--- config.mk ---
export PLATFORM = sky130hd
export DESIGN_NAME = rot_sched
export DESIGN_NICKNAME = d
export VERILOG_FILES = /design/src/rtl/rot_sched.sv
export SDC_FILE = /design/constraint.sdc
export NUM_CORES = 1
export LEC_CHECK = 0
export ABC_AREA = 1
export CORE_MARGIN = 3
export CORE_UTILIZATION = 51
export CTS_BUF_LIST = sky130_fd_sc_hd__clkbuf_4 sky130_fd_sc_hd__clkbuf_8
export CTS_CLUSTER_DIAMETER = 30
export DETAILED_ROUTE_END_ITERATION = 10
export GPL_TIMING_DRIVEN = 0
export PLACE_DENSITY = 0.86
export SLEW_MARGIN = 20
export SYNTH_ARGS = -nofsm -noshare
export SYNTH_HDL_FRONTEND = slang
export SYNTH_SLANG_ARGS = --single-unit
--- constraint.sdc ---
create_clock -name clk -period 2.6 [get_ports clk]
set_input_delay 0.78 -clock clk [delete_from_list [all_inputs] [get_ports clk]]
set_output_delay 0.78 -clock clk [all_outputs]
set_load 0.01 [all_outputs]
--- src/rtl/rot_sched.sv ---
// Round-robin two-port arbiter and sequencer for the shared rotate datapath.
// Grants one requester, steps a one-bit rotator cnt times, then pulses done.
module rot_sched #(
    parameter int WIDTH = 4,
    parameter int CNT_W = 2
) (
    input  logic             clk,
    input  logic             rst,
    input  logic             req_a,
    input  logic [WIDTH-1:0] data_a,
    input  logic [CNT_W-1:0] amt_a,
    input  logic             dir_a,
    input  logic             req_b,
    input  logic [WIDTH-1:0] data_b,
    input  logic [CNT_W-1:0] amt_b,
    input  logic             dir_b,
    output logic             gnt_a,
    output logic             gnt_b,
    output logic             done_a,
    output logic             done_b,
    output logic [WIDTH-1:0] result,
    output logic             busy
);

    typedef enum logic {IDLE, ROT} state_t;

    state_t           state_q, state_d;
    logic [WIDTH-1:0] work_q, work_d;
    logic [CNT_W-1:0] cnt_q, cnt_d;
    logic             dir_q, dir_d;
    logic             owner_q, owner_d;
    logic             last_q, last_d;
    logic [WIDTH-1:0] result_q, result_d;
    logic             gnt_a_q, gnt_a_d;
    logic             gnt_b_q, gnt_b_d;
    logic             done_a_q, done_a_d;
    logic             done_b_q, done_b_d;
    logic             pick_b;

    // On a tie the requester that was not served last wins.
    assign pick_b = req_b & (~req_a | ~last_q);

    always_comb begin
        state_d  = state_q;
        work_d   = work_q;
        cnt_d    = cnt_q;
        dir_d    = dir_q;
        owner_d  = owner_q;
        last_d   = last_q;
        result_d = result_q;
        gnt_a_d  = 1'b0;
        gnt_b_d  = 1'b0;
        done_a_d = 1'b0;
        done_b_d = 1'b0;
        unique case (state_q)
            IDLE: begin
                if (req_a | req_b) begin
                    work_d  = pick_b ? data_b : data_a;
                    cnt_d   = pick_b ? amt_b  : amt_a;
                    dir_d   = pick_b ? dir_b  : dir_a;
                    owner_d = pick_b;
                    gnt_a_d = ~pick_b;
                    gnt_b_d = pick_b;
                    state_d = ROT;
                end
            end
            ROT: begin
                if (cnt_q != '0) begin
                    work_d = dir_q ? {work_q[WIDTH-2:0], work_q[WIDTH-1]}
                                   : {work_q[0], work_q[WIDTH-1:1]};
                    cnt_d  = cnt_q - CNT_W'(1);
                end else begin
                    result_d = work_q;
                    done_a_d = ~owner_q;
                    done_b_d = owner_q;
                    last_d   = owner_q;
                    state_d  = IDLE;
                end
            end
            default: state_d = IDLE;
        endcase
    end

    always_ff @(posedge clk) begin
        if (rst) begin
            state_q  <= IDLE;
            work_q   <= '0;
            cnt_q    <= '0;
            dir_q    <= 1'b0;
            owner_q  <= 1'b0;
            last_q   <= 1'b1;
            result_q <= '0;
            gnt_a_q  <= 1'b0;
            gnt_b_q  <= 1'b0;
            done_a_q <= 1'b0;
            done_b_q <= 1'b0;
        end else begin
            state_q  <= state_d;
            work_q   <= work_d;
            cnt_q    <= cnt_d;
            dir_q    <= dir_d;
            owner_q  <= owner_d;
            last_q   <= last_d;
            result_q <= result_d;
            gnt_a_q  <= gnt_a_d;
            gnt_b_q  <= gnt_b_d;
            done_a_q <= done_a_d;
            done_b_q <= done_b_d;
        end
    end

    assign gnt_a  = gnt_a_q;
    assign gnt_b  = gnt_b_q;
    assign done_a = done_a_q;
    assign done_b = done_b_q;
    assign result = result_q;
    assign busy   = (state_q == ROT);

endmodule

Yosys cells after proc, flatten, opt, wreduce, memory -nomap -nowiden --
Index checks and enable logic that the tools add are counted.
Storage, ports and cells: bits in registers 18, input port bits 18, output and inout port bits 9, word-level logic and storage cells 43
Operators by class: add/sub/neg operators 1, equal/unequal tests 2, multiplexer cells 13, bitwise logic cells 10, reductions and logical operators 6
Operators with widths (number):
- $mux 4 | 4
- $pmux 4 s2 | 1
- $not 1->1 | 7
- $mux 2 | 3
- $reduce_and 2->1 | 3
- $reduce_or 3->1 | 2
- $pmux 2 s2 | 1
- $mux 1 | 3
- $ne 2x1->1 const B | 1
- $ne 2x2->1 const B | 1
- $or 1x1->1 | 2
- $pmux 1 s2 | 1
- $reduce_bool 2->1 | 1
- $sub 2x1->2 const B | 1
- $and 1x1->1 | 1

Logic depth before layout (Yosys ltp) --
Gate-level depths: netlist of run 1.
depth after elaboration 6, depth in mapped cells 8, gate-level depth less buffers 8

Worst setup path after synthesis of run 1 --
No wires, ideal clock.
path kind input port to flip-flop, from input port req_b, to register work_q[1], library setup time 115 ps, arrival 1464 ps, path slack 1021 ps, stages 7, buffers on the path 1, path through buf_2 > nor2_2 > nand2_4 > nand2_8 > clkinv_4 > o21ai_1 > nor2_1
On the way: cells in the longest elaborated chain, start to end 4
Ends and longest elaborated chain:
- start, declared | line 13 | input logic req_b,
- $and 1x1->1 | line 41 | assign pick_b = req_b & (~req_a | ~last_q);
- $mux 4 | line 58 | work_d = pick_b ? data_b : data_a;
- $mux 4 | line 57 | if (req_a | req_b) begin
- $pmux 4 s2 | line 55 | unique case (state_q)
- end signal, assigned | line 99 | work_q <= work_d;
- end, declared | line 28 | logic [WIDTH-1:0] work_q, work_d;
Parallel ways exist; a longest one is shown, timed or not. The select of a mux whose other input is x is not followed. A chain may end at the register's enable or synchronous reset.

Worst setup path in the final report of run 1 --
from register state_q (netlist: busy), to output port busy
RTL lines:
- start, declared | line 27 | state_t state_q, state_d;
- start signal, assigned | line 98 | state_q <= state_d;
- end, declared | line 22 | output logic busy
No word-level cell between the ends.

==> impl_results.md, run 1 <==
* Worst setup SP type: flip-flop
* Io pins at 27
* Initial Utilization at 56.8%
* Core area at 1590 um^2
* Setup repair after global routing missed its margin: no
* Final Setup Violations at 0
* Area of the mapped netlist at 906 um^2
* Post-DR vias/cell at 4.81
* RR Startpoint: last_q
* Row count at 14
* Global-route wire length before repair at 3150 um
* Pwr Total at 0.684 mW
* Most frequent cells in the layout: nand2_1, clkdlybuf4s50_1, inv_1
* Layout cells sized above 1 at 10.2%
* Sequential cell area at 360 um^2
* Max Buffers Root-to-Sink at 2
* Outcome: finished clean
* HP Start: owner_q
* R2r worst-path depth at 7
* Pre-CTS setup slack at 0.437 ns
* Register area share after synthesis at 39.8%
* Max Fclk at 448 MHz
* CTS tree: built
* Worst path required time at 1.82 ns
* YS warnings at 0
* Pre-antenna DRT Iters at 4
* Flop2flop setup slack at 1.37 ns
* Layout area overhead at 32.3%
* CTS Sinks at 18
* Max-cap violations at 0
* CP Launch Point: busy
* Setup repair bufs after CTS at 0
* Post-synth cell types at 24
* Clock-pin slew on the worst setup and hold paths at 0.10 ns
* Vias in the first global route at 744
* Final setup margin at 0.366 ns
* Antenna Cells at 0
* Worst Skew at 0.00568 ns
* Worst EP arrival at 1.45 ns
* Synth Instances at 130
* Filler cells at 134
* #FFs+latches synth at 18
* Nets at 178
* H-tree levels at 1
* Post-Syn Nets at 149
* CP endpoint kind: output pin
* P per Cell Area at 571 nW/um^2
* Worst hold path class: reg -> reg
* CP bufs+invs at 1
* CP cell instances: clkdlybuf4s50_1
* TNS Setup at 0 ns
* Root buf cell: clkbuf_4
* Leading cell type in the layout, fill and taps excluded: nand2_1
* DRC Markers at 0
* HPWL after detailed placement at 1510 um
* RD Place Congestion at 0.769
* Worst Path Max Fanout at 8
* Worst VDD drop at 393 uV
* Chip width at 48.1 um
* CP max-delay cell: clkdlybuf4s50_1
* Antenna violations before repair at 0
* Worst skew pair latency at 0.29 ns
* Final Max Tran Viols at 0
* GR Util All Layers at 19.6%
* Minimum clock period at 2.23 ns
* GRT Residual Overflow at 0
* Final hold vios at 0
* Cts bufs inserted at 3
* WHS at 0.467 ns
* Cell class contributing the biggest share of worst-path delay: buffers and inverters
* WL/cell at 10.4 um
* Die Y at 48.1 um
* Critical path class: reg -> out
* Final Cycle Share at 85.9%
* Slowest stage delay, CP at 0.61 ns
* Hold Path Cell Cnt at 2
* IO buf count at 24
* Hold Buf Count CTS at 0
* ANT nets after route at 0
* Routed vias at 870
* Syn_area_per_cell at 6.97 um^2
* Max_slew headroom at 74.8%
* Die area at 2320 um^2
* Post_cts resized at 0
* Lkg Pwr at 0.566 nW
* Non-filler cells, final at 181
* Stages on the worst setup path at 1
* Actual slew at the worst max-slew pin at 0.378 ns
* Post-Route WL at 1880 um
* Area of the multi-input gates at 428 um^2
* Initial DRC Count at 26
* Largest net degree at the start of global routing at 11
* Placed Cells at 178
[report_power, final]
part	switching [mW]	total (mW)	internal [mW]
Sequential	0.0218	0.331	0.309
Combinational	0.122	0.218	0.0966
Clock	0.0810	0.135	0.0538
Total	0.225	0.684	0.460
[state kept, by name, summed over array words and instances, names as in the netlist]
name     count
work_q       4
last_q       1
done_a       1
busy         1
gnt_a        1
result       4
dir_q        1
done_b       1
cnt_q        2
owner_q      1
gnt_b        1
[kinds of logic (layout without fill, tap and decap cells)]
| group | Yosys count | after routing | synth area share [%] |
|---|---|---|---|
| flops | 18 | 18 | 39.8 |
| simple gates | 66 | 66 | 35.5 |
| fa+ha+maj | 1 | 1 | 1.38 |
| compound gates | 17 | 17 | 10.4 |
| buf+inv | 28 | 55 | 13.0 |
[synthesized netlist by cell type]
cell type,count,area (um^2)
clkbuf_1,1,3.75
a21oi_1,7,35.0
nand3_1,12,60.1
nand2_1,28,105
buf_4,1,7.51
o21ai_1,1,5.00
nor2_1,14,52.6
ha_1,1,12.5
nor2_2,2,12.5
dfxtp_1,18,360
o21ai_0,6,30.0
inv_2,1,3.75
inv_4,1,6.26
clkinv_4,1,8.76
nand2_4,2,22.5
nand2_2,2,12.5
a22o_1,1,8.76
inv_1,22,82.6
o211ai_1,2,15.0
nor3_1,2,10.0
buf_2,1,5.00
nor2_4,1,11.3
nand2_8,1,20.0
nand3b_1,2,15.0
[per-stage QoR]
step                      cell area (um^2)  util, %
after CTS                             1200     75.2
final                                 1200     75.2
after floorplan                        906        -
after global routing                  1200     75.2
after global placement                1180     73.8
after detailed placement              1180     73.8
[path summary, 6_finish.rpt]
| kind | end |
|---|---|
| max | busy |
| min | done_b |
| max reg2reg | work_q[1] |
| min reg2reg | done_b |
[final cells by class]
cell class | count | share of cell area (%)
buffer | 3 | 1.36
sequential | 18 | 30.1
clock buffer | 3 | 1.88
timing repair buffer | 24 | 20.0
tap | 24 | 2.51
inverter | 25 | 8.46
multi-input combinational | 84 | 35.7
[metal layers]
metal | GRT usage (%) | wire length (um) | up-vias
met4 | 6.45 | 11 | 0
met1 | 23.5 | 799 | 387
met2 | 33.3 | 954 | 23
met5 | 0 | 0 | -
met3 | 5.54 | 109 | 2
li1 | - | - | 458
(Power assumes the default switching activity.)
==> run 2: changes to the inputs <==
--- a/config.mk
+++ b/config.mk
@@ -10,6 +10,7 @@
 export CORE_UTILIZATION = 51
 export CTS_BUF_LIST = sky130_fd_sc_hd__clkbuf_4 sky130_fd_sc_hd__clkbuf_8
 export CTS_CLUSTER_DIAMETER = 30
+export CTS_CLUSTER_SIZE = 30
 export DETAILED_ROUTE_END_ITERATION = 10
 export GPL_TIMING_DRIVEN = 0
 export PLACE_DENSITY = 0.86
==> constraint.sdc (replaced) <==
create_clock -name clk -period 2.7 [get_ports clk]
set_input_delay 0.81 -clock clk [delete_from_list [all_inputs] [get_ports clk]]
set_output_delay 0.81 -clock clk [all_outputs]
set_load 0.01 [all_outputs]
==> results of run 2 <==
Same layout as run 1 (identical final DEF). Status: finished clean.
Main changes from that run: setup slack after placement 0.437 ns -> 0.507 ns; setup slack after layout 0.366 ns -> 0.436 ns; register-to-register setup slack 1.37 ns -> 1.47 ns; total power 0.684 mW -> 0.659 mW; worst IR drop on VDD 393 uV -> 378 uV
